File: src/rtl/collision_pkg.sv
// Shared types and helpers for the collision scanner.
// The box struct is sized by BOX_COORD_W (default 12). Scanner instances use
// COORD_W <= BOX_COORD_W; narrower fields are zero-extended into the struct.
package collision_pkg;

  localparam int BOX_COORD_W = 12;

  typedef struct packed {
    logic [BOX_COORD_W-1:0] width;
    logic [BOX_COORD_W-1:0] height;
    logic [BOX_COORD_W-1:0] screen_x;
    logic [BOX_COORD_W-1:0] screen_y;
  } collision_box;

  typedef enum logic [1:0] {
    IDLE = 2'd0,
    SCAN = 2'd1,
    DONE = 2'd2
  } scan_state_e;

  // One-hot hit_side encodings, ordered {top, bottom, left, right}
  localparam logic [3:0] SIDE_TOP    = 4'b1000;
  localparam logic [3:0] SIDE_BOTTOM = 4'b0100;
  localparam logic [3:0] SIDE_LEFT   = 4'b0010;
  localparam logic [3:0] SIDE_RIGHT  = 4'b0001;

  // Axis-aligned overlap with tolerance. Sums carry two guard bits so that
  // coordinates near the top of the range never wrap into a false result.
  function automatic logic box_overlap(input collision_box a,
                                       input collision_box b,
                                       input logic [BOX_COORD_W-1:0] margin);
    logic [BOX_COORD_W+1:0] ax_end;
    logic [BOX_COORD_W+1:0] bx_end;
    logic [BOX_COORD_W+1:0] ay_end;
    logic [BOX_COORD_W+1:0] by_end;
    ax_end = {2'b00, a.screen_x} + {2'b00, a.width}  + {2'b00, margin};
    bx_end = {2'b00, b.screen_x} + {2'b00, b.width}  + {2'b00, margin};
    ay_end = {2'b00, a.screen_y} + {2'b00, a.height} + {2'b00, margin};
    by_end = {2'b00, b.screen_y} + {2'b00, b.height} + {2'b00, margin};
    return (ax_end > {2'b00, b.screen_x}) &&
           (bx_end > {2'b00, a.screen_x}) &&
           (ay_end > {2'b00, b.screen_y}) &&
           (by_end > {2'b00, a.screen_y});
  endfunction

endpackage

File: src/rtl/collision_side_resolver.sv
// Combinational penetration depth / minimum-select for the hit side.
// Only instantiated when COLLISION_SIDE_EN is defined.
module collision_side_resolver
  import collision_pkg::*;
(
  input  collision_box probe,
  input  collision_box target,
  output logic [3:0]   side
);

  localparam int PW = BOX_COORD_W + 2;

  logic [PW-1:0] pen_top_s;
  logic [PW-1:0] pen_bottom_s;
  logic [PW-1:0] pen_left_s;
  logic [PW-1:0] pen_right_s;

  assign pen_top_s    = {2'b00, probe.screen_y}  + {2'b00, probe.height}  - {2'b00, target.screen_y};
  assign pen_bottom_s = {2'b00, target.screen_y} + {2'b00, target.height} - {2'b00, probe.screen_y};
  assign pen_left_s   = {2'b00, probe.screen_x}  + {2'b00, probe.width}   - {2'b00, target.screen_x};
  assign pen_right_s  = {2'b00, target.screen_x} + {2'b00, target.width}  - {2'b00, probe.screen_x};

  // Pick the shallowest penetration; ties go top > bottom > left > right
  always_comb begin
    side = 4'b0000;
    if ((pen_top_s <= pen_bottom_s) && (pen_top_s <= pen_left_s) && (pen_top_s <= pen_right_s)) begin
      side = SIDE_TOP;
    end else if ((pen_bottom_s <= pen_left_s) && (pen_bottom_s <= pen_right_s)) begin
      side = SIDE_BOTTOM;
    end else if (pen_left_s <= pen_right_s) begin
      side = SIDE_LEFT;
    end else begin
      side = SIDE_RIGHT;
    end
  end

endmodule

File: src/rtl/collision_scanner.sv
// Sequential probe-vs-targets collision scanner, one target per clock.
// Optional macro COLLISION_SIDE_EN adds the hit_side output (side of the
// first hit, by minimum penetration).
module collision_scanner
  import collision_pkg::*;
#(
  parameter int          N_BOXES = 4,
  parameter int          COORD_W = 12,
  parameter int unsigned MARGIN  = 0,
  parameter int          IDX_W   = (N_BOXES > 1) ? $clog2(N_BOXES) : 1
) (
  input  logic                           clk,
  input  logic                           rst,
  input  logic                           start,
  input  logic [4*COORD_W-1:0]           probe_box,
  input  logic [N_BOXES*4*COORD_W-1:0]   target_boxes,
  input  logic [N_BOXES-1:0]             target_en,
  output logic                           busy,
  output logic                           done,
  output logic [N_BOXES-1:0]             hit_map,
  output logic                           any_hit,
  output logic [IDX_W-1:0]               first_hit_idx
`ifdef COLLISION_SIDE_EN
  ,
  output logic [3:0]                     hit_side
`endif
);

  localparam int                     BOX_BITS = 4 * COORD_W;
  localparam logic [IDX_W-1:0]       LAST_IDX = IDX_W'(N_BOXES - 1);
  localparam logic [BOX_COORD_W-1:0] MARGIN_V = BOX_COORD_W'(MARGIN);

  scan_state_e state_r;
  scan_state_e state_next_s;

  logic [BOX_BITS-1:0]         probe_snap_r;
  logic [N_BOXES*BOX_BITS-1:0] target_snap_r;
  logic [N_BOXES-1:0]          en_snap_r;
  logic [IDX_W-1:0]            idx_r;

  logic [N_BOXES-1:0] hit_acc_r;
  logic [IDX_W-1:0]   first_acc_r;
  logic               found_r;

  collision_box       probe_s;
  collision_box       target_s;
  logic               target_hit_s;
  logic [N_BOXES-1:0] hit_final_s;
  logic [IDX_W-1:0]   first_final_s;
  logic               found_final_s;

  // Unpack a {width, height, screen_x, screen_y} word into the shared struct
  function automatic collision_box to_box(input logic [BOX_BITS-1:0] raw);
    collision_box b;
    b.width    = BOX_COORD_W'(raw[4*COORD_W-1 -: COORD_W]);
    b.height   = BOX_COORD_W'(raw[3*COORD_W-1 -: COORD_W]);
    b.screen_x = BOX_COORD_W'(raw[2*COORD_W-1 -: COORD_W]);
    b.screen_y = BOX_COORD_W'(raw[COORD_W-1 -: COORD_W]);
    return b;
  endfunction

  assign probe_s      = to_box(probe_snap_r);
  assign target_s     = to_box(target_snap_r[idx_r*BOX_BITS +: BOX_BITS]);
  assign target_hit_s = en_snap_r[idx_r] & box_overlap(probe_s, target_s, MARGIN_V);

`ifdef COLLISION_SIDE_EN
  logic [3:0] side_s;
  logic [3:0] side_acc_r;
  logic [3:0] side_final_s;

  collision_side_resolver u_side (
    .probe  (probe_s),
    .target (target_s),
    .side   (side_s)
  );
`endif

  // Fold the current target's result into the accumulators
  always_comb begin
    hit_final_s   = hit_acc_r;
    first_final_s = first_acc_r;
    found_final_s = found_r;
`ifdef COLLISION_SIDE_EN
    side_final_s  = side_acc_r;
`endif
    if (target_hit_s) begin
      hit_final_s[idx_r] = 1'b1;
      if (!found_r) begin
        first_final_s = idx_r;
        found_final_s = 1'b1;
`ifdef COLLISION_SIDE_EN
        side_final_s  = side_s;
`endif
      end else begin
        found_final_s = 1'b1;
      end
    end else begin
      found_final_s = found_r;
    end
  end

  // Next-state logic: start only honoured in IDLE, scan ends on the last index
  always_comb begin
    state_next_s = state_r;
    case (state_r)
      IDLE: begin
        if (start) begin
          state_next_s = SCAN;
        end else begin
          state_next_s = IDLE;
        end
      end
      SCAN: begin
        if (idx_r == LAST_IDX) begin
          state_next_s = DONE;
        end else begin
          state_next_s = SCAN;
        end
      end
      DONE:    state_next_s = IDLE;
      default: state_next_s = IDLE;
    endcase
  end

  // State register
  always_ff @(posedge clk or posedge rst) begin
    if (rst) begin
      state_r <= IDLE;
    end else begin
      state_r <= state_next_s;
    end
  end

  // Snapshot, accumulation and output registers; results land together with
  // the move into DONE so done is high during the DONE cycle
  always_ff @(posedge clk or posedge rst) begin
    if (rst) begin
      probe_snap_r  <= '0;
      target_snap_r <= '0;
      en_snap_r     <= '0;
      idx_r         <= '0;
      hit_acc_r     <= '0;
      first_acc_r   <= '0;
      found_r       <= 1'b0;
      busy          <= 1'b0;
      done          <= 1'b0;
      hit_map       <= '0;
      any_hit       <= 1'b0;
      first_hit_idx <= '0;
`ifdef COLLISION_SIDE_EN
      side_acc_r    <= 4'b0000;
      hit_side      <= 4'b0000;
`endif
    end else begin
      busy <= (state_next_s == SCAN);
      done <= 1'b0;
      case (state_r)
        IDLE: begin
          if (start) begin
            probe_snap_r  <= probe_box;
            target_snap_r <= target_boxes;
            en_snap_r     <= target_en;
            idx_r         <= '0;
            hit_acc_r     <= '0;
            first_acc_r   <= '0;
            found_r       <= 1'b0;
`ifdef COLLISION_SIDE_EN
            side_acc_r    <= 4'b0000;
`endif
          end
        end
        SCAN: begin
          hit_acc_r   <= hit_final_s;
          first_acc_r <= first_final_s;
          found_r     <= found_final_s;
          idx_r       <= idx_r + IDX_W'(1);
`ifdef COLLISION_SIDE_EN
          side_acc_r  <= side_final_s;
`endif
          if (idx_r == LAST_IDX) begin
            hit_map       <= hit_final_s;
            any_hit       <= |hit_final_s;
            first_hit_idx <= first_final_s;
            done          <= 1'b1;
`ifdef COLLISION_SIDE_EN
            hit_side      <= side_final_s;
`endif
          end
        end
        DONE: begin
          idx_r <= '0;
        end
        default: begin
          idx_r <= '0;
        end
      endcase
    end
  end

endmodule

File: config.mk
export PLATFORM = sky130hd
export DESIGN_NAME = collision_scanner
export DESIGN_NICKNAME = d
export VERILOG_FILES = /design/src/rtl/collision_pkg.sv /design/src/rtl/collision_side_resolver.sv /design/src/rtl/collision_scanner.sv
export SDC_FILE = /design/constraint.sdc
export NUM_CORES = 1
export LEC_CHECK = 0
export CORE_MARGIN = 4
export CORE_UTILIZATION = 53
export DETAILED_ROUTE_END_ITERATION = 16
export GPL_TIMING_DRIVEN = 1
export PLACE_DENSITY = 0.81
export REMOVE_ABC_BUFFERS = 1
export SLEW_MARGIN = 20
export SYNTH_ARGS = -nofsm -noshare
export SYNTH_HDL_FRONTEND = slang
export SYNTH_SLANG_ARGS = --single-unit
File: constraint.sdc
create_clock -name clk -period 13.2 [get_ports clk]
set_clock_uncertainty 0.1 [all_clocks]
set_input_delay 2.64 -clock clk [delete_from_list [all_inputs] [get_ports clk]]
set_output_delay 2.64 -clock clk [all_outputs]
set_load 0.02 [all_outputs]
### Word-level counts from Yosys, hierarchy flattened

Cells that the tools add are included.
W data, S select, Z words.

* flip-flop bits (word level): 264
* bits of input ports: 247
* output and inout bits: 9
* word-level logic and storage cells: 64

* add/subtract/negate cells: 5
* multiply operators: 1
* order comparisons: 6
* eq/ne operators: 5
* shifts and indexed selects: 1
* mux-type cells: 20
* bitwise gates (word level): 2
* reduce and logical (&&, ||, !) cells: 11

Operator list (count)
* $shiftx A192 B9 Y48: 1
* $add A12 B12 Y13: 4
* $gt A13 B12 Y1: 4
* $pmux W2 S2: 3
* $mux W2: 4
* $mux W4: 2
* $pmux W4 S2: 1
* $mux W1: 7
* $reduce_and A2 Y1: 3
* $eq A2 B1 Y1 const B: 2
* $logic_and A1 B1 Y1: 4
* $mul A2 B2 Y4 const B: 1
* $ne A2 B2 Y1 const B: 2
* $or A4 B4 Y4: 1
* $reduce_or A4 Y1: 1
* $lt A2 B3 Y1 const B: 1
* $reduce_and A3 Y1: 1
* $add A2 B1 Y2 const B: 1
* $bmux W1 S2: 1
* $demux W1 S2: 1
* $eq A2 B2 Y1 const B: 1
* $ge A2 B1 Y1 const B: 1
* $logic_not A2 Y1: 1
* $pmux W1 S2: 1
* other kinds (2): 2

### Depth between registers and ports, before layout

* depth in word-level cells: 10
* mapped depth: 22
* gate-level depth less buffers: 19

### Worst setup path before layout

OpenSTA, ideal clock, no wires.

* path kind: reg2reg
* start: register idx_r[0]
* end: register hit_acc_r[0]
* setup time: 0.121 ns
* arrival time: 5.072 ns
* required time: 12.979 ns
* path slack: 7.907 ns
* stages on the path, launching flop included: 22
* clock period less this slack: 5.293 ns
* cell sequence: dfrtp_1 > clkbuf_1 > buf_1 > mux4_2 > ha_1 > fa_1 > a211oi_1 > nor2_1 > o31ai_2 > nand2b_1 > a21oi_1 > xnor2_1 > ha_1 > a211oi_1 > nor3_1 > a2111oi_0 > a21oi_1 > a221o_1 > and4_4 > buf_6 > and2_4 > a22o_1

* cells in the longest elaborated chain, start to end: 10
* elaborated cells between the ends (all ways): 22
* classes of those cells: add/sub (2); mul (1); order compare (6); shift (1); mux (6); bitwise (2); reduce/logical (4)

Ends and longest elaborated chain
* from (decl): line collision_scanner.sv:39 `logic [IDX_W-1:0] idx_r;`
* from (signal assigned): line collision_scanner.sv:176 `idx_r <= idx_r + IDX_W'(1);`
* $mul A2 B2 Y4: line collision_scanner.sv:63 `assign target_s = to_box(target_snap_r[idx_r*BOX_BITS +: BOX_BITS]);`
* $shiftx A192 B9 Y48: line collision_scanner.sv:63
* $add A12 B12 Y13: line collision_pkg.sv:37 `bx_end = {2'b00, b.screen_x} + {2'b00, b.width} + {2'b00, margin};`
* $gt A13 B12 Y1: line collision_pkg.sv:41 `(bx_end > {2'b00, a.screen_x}) &&`
* $logic_and A1 B1 Y1: line collision_pkg.sv:40 `return (ax_end > {2'b00, b.screen_x}) &&`
* $logic_and A1 B1 Y1: line collision_pkg.sv:41
* $logic_and A1 B1 Y1: line collision_pkg.sv:42 `(ay_end > {2'b00, b.screen_y}) &&`
* $and A1 B1 Y1: line collision_scanner.sv:64 `assign target_hit_s = en_snap_r[idx_r] & box_overlap(probe_s, target_s, MARGIN_V);`
* $mux W4 (*): line collision_scanner.sv:86 `if (target_hit_s) begin`
* $pmux W4 S2 (*): line collision_scanner.sv:157 `case (state_r)`
* to (signal assigned): line collision_scanner.sv:173 `hit_acc_r <= hit_final_s;`
* to (decl): line collision_scanner.sv:41 `logic [N_BOXES-1:0] hit_acc_r;`

Every way passes the cells marked *; elsewhere a longest branch is shown, timed or not. The select of a mux whose other input is x is not followed.
A chain may end at the register's enable or synchronous reset.

### Worst setup path after layout

* start: register idx_r[0]
* end: register hit_acc_r[1]

Same word-level chain as after synthesis.

==> metrics.yaml <==
die:
  ios: 256
  chipHeight_um: 171.3
  die_area_um2: 29350
  coreArea_um2: 26130
  fp.dieW_um: 171.3
  fp-row-count: 59
  start_util: 0.5409
clock_network:
  cts_tree: "yes"
  clkLatencyLatePin_ns: 0.55
  clk_pin_slew_ns: 0.06
  cts.htree.levels: 1
  cts_setup_buffers: 0
  cts-buffers-inserted: 28
  cts_resized: 0
  hold_buffers: 0
  cts_sinks: 263
  cts_buffer_depth: 3
  cts_root_buf: "clkbuf_16"
worst_hold_path:
  hold_start: "target_snap_r[100]$_DFFE_PP0P_"
  hold_path.class: "flip-flop to flip-flop"
  whs_path_depth: 2
placement:
  post-place-ws_ns: 7.327
  gp_congestion: 0.9248
  hpwl_mm: 26.36
  numPortBuffers: 255
  placed_area_um2: 16920
synth:
  synth-edff-count: 0
  postSynth.asyncResetShare: 1.000
  syn_inst: 1569
  synthFlopType: "dfrtp_1"
  yosys_warnings: 0
  ys_seq_elements: 263
  syn_area_per_cell_um2: 9.010
  ys_types: 54
  yosysSeqAreaShare: 0.4656
  syn_area_um2: 14140
worst_setup_path:
  crit_path_end: "hit_acc_r[1]$_DFFE_PP0P_"
  r2r_cells: 19
  worstPathMaxFanout: 31
  critical_path_class: "flip-flop to flip-flop"
  startpoint: "idx_r[0]$_DFFE_PP0P_"
  cp_slowest_stage_delay_ns: 0.71
  reg2reg_to: "hit_acc_r[1]$_DFFE_PP0P_"
  r2r-start: "idx_r[0]$_DFFE_PP0P_"
  ff2ff_setup_slack_ns: 7.26
  endpoint_kind: "flip-flop"
  slowest_stage: "dfrtp_4"
  worst_setup_path_start_kind: "flip-flop"
  arrival_ns: 6.27
  crit_chain: "buf_4 -> mux4_2 -> ha_1 -> fa_1 -> a211oi_1 -> nor2_1 -> o31ai_2 -> nand2b_1 -> a21oi_1 -> xnor2_1 -> ha_1 -> a211oi_1 -> nor3_1 -> a2111oi_0 -> a21oi_1 -> a221o_1 -> and4_4 -> and2_4 -> a22o_1"
  required_ns: 13.53
drt:
  routed_via_density: 5.507
  drc: 0
  drt_iter0_drc: 946
  vias: 11850
  routedWlPerCell_um: 17.17
  routed_wl_mm: 36.93
  ant_nets: 0
  dr.pass1.iters: 5
grt:
  overflow: 0
  track_usage: 0.2470
  grt_max_degree: 121
  antenna_found_initial: 1
  grt_first_pass_wirelength_mm: 59.11
  grt_pass1_vias: 12090
sta:
  whs_ns: 0.3710
  slew_viol_final: 0
  hold_viol: 0
  fin_crit_ns: 5.936
  worst_slew_pin_slew_ns: 0.9472
  slew_headroom: 0.3685
  period_share: 0.4497
  rsz0062_at_grt: "no"
  setup_ws_ns: 7.264
  max_freq_ghz: 0.1685
  fin_tns_setup_ns: 0
  setup_viol: 0
pwr:
  powerDensity_nw_per_um2: 304.6
  ir_drop_mv: 0.1277
  leakagePower_nw: 8.905
run:
  max_cap_violations: 0
final_layout:
  drive_above_1_share: 0.06501
  fillers: 1981
  final_nets: 2145
  layout_commonest_cell: "nand2_1"
  syn2layout_area_growth_pct: 26.98
  fin_area_um2: 17950
  layout_common_cells: "nand2_1 (703), dfrtp_1 (261), clkdlybuf4s50_1 (255)"
status:
  status: "finished, final reports clean"
-- flip-flops by register name, indices dropped and copies added, names as in the netlist --
register,count
idx_r,2
first_hit_idx,2
state_r,1
hit_acc_r,4
found_r,1
target_snap_r,192
probe_s,48
first_acc_r,2
en_snap_r,4
hit_map,4
busy,1
any_hit,1
done,1
-- synthesized netlist by cell type, types with 12 or more instances --
master / number / area (um^2)
ha_1: 100 / 1251
nand3_1: 14 / 70.07
a21oi_1: 49 / 245.2
a21o_1: 13 / 97.59
nor2b_1: 12 / 75.07
clkbuf_1: 60 / 225.2
mux4_2: 49 / 1104
dfrtp_1: 263 / 6581
o21ai_0: 46 / 230.2
nand2_1: 704 / 2643
inv_1: 68 / 255.2
xnor2_1: 27 / 236.5
nor2_1: 37 / 138.9
nor3_1: 12 / 60.06
-- logic make-up after synthesis --
kind of cell,Yosys count,synth area share
simple gates,814,0.2288
xor+xnor,34,0.02107
fa+ha+maj,104,0.09418
buf+inv,137,0.03691
flops,263,0.4656
mux,52,0.08019
compound gates,165,0.07329
-- per-layer routing --
| layer | GRT usage | part of all wire | up-vias |
|---|---|---|---|
| li1 | - | - | 5623 |
| met1 | 0.3121 | 0.40 | 5728 |
| met2 | 0.4407 | 0.51 | 422 |
| met3 | 0.04022 | 0.062 | 72 |
| met4 | 0.07234 | 0.029 | 0 |
| met5 | 0 | 0 | - |
-- power breakdown --
part	switching [W]	internal, W
logic	0.00175	0.00144
clock network	0.000331	0.000509
registers	0.000252	0.00118
total	0.00234	0.00313
-- per-stage QoR --
| step | instances | util | power, W |
|---|---|---|---|
| final | 2151 | 0.6869 | 0.005467 |
| after detailed placement | 2098 | 0.6476 | 0.004562 |
| after global placement | 2098 | 0.6476 | 0.004377 |
| after global routing | 2151 | 0.6869 | 0.005924 |
| after floorplan | 1500 | - | 0.003760 |
| after CTS | 2149 | 0.6857 | 0.005452 |
-- critical path: cells and delay by family (launching register included) --
kind                     cells  cell delay (ns)
AND/OR/NAND/NOR              5             0.69
adder cells (fa/ha/maj)      3             0.96
AO/OA/AOI/OAI                8             1.92
XOR/XNOR                     1             0.15
flip-flops                   1             0.71
multiplexers                 1             0.61
buffers and inverters        1             0.62
-- area by class of cell --
cell class / instances / area (um^2) / share of cell area
well taps: 335 / 419.2 / 0.02335
repair buffers: 264 / 2640 / 0.1471
clock buffers: 42 / 864.6 / 0.04817
clock inverters: 9 / 131.4 / 0.007319
diodes: 1 / 2.502 / 0.0001394
inverters: 68 / 262.8 / 0.01464
flip-flops and latches: 263 / 6586 / 0.3669
multi-input cells: 1169 / 7043 / 0.3924
-- worst min-delay path by stage --
stage                                                 to  slack (ns)
after global placement    target_snap_r[176]$_DFFE_PP0P_        0.35
after CTS                 target_snap_r[127]$_DFFE_PP0P_        0.37
after global routing       target_snap_r[29]$_DFFE_PP0P_        0.39
after detailed placement   target_snap_r[10]$_DFFE_PP0P_        0.36
final                     target_snap_r[100]$_DFFE_PP0P_        0.37
after floorplan                 en_snap_r[2]$_DFFE_PP0P_        0.34
Power figures use the tool's default switching activity.
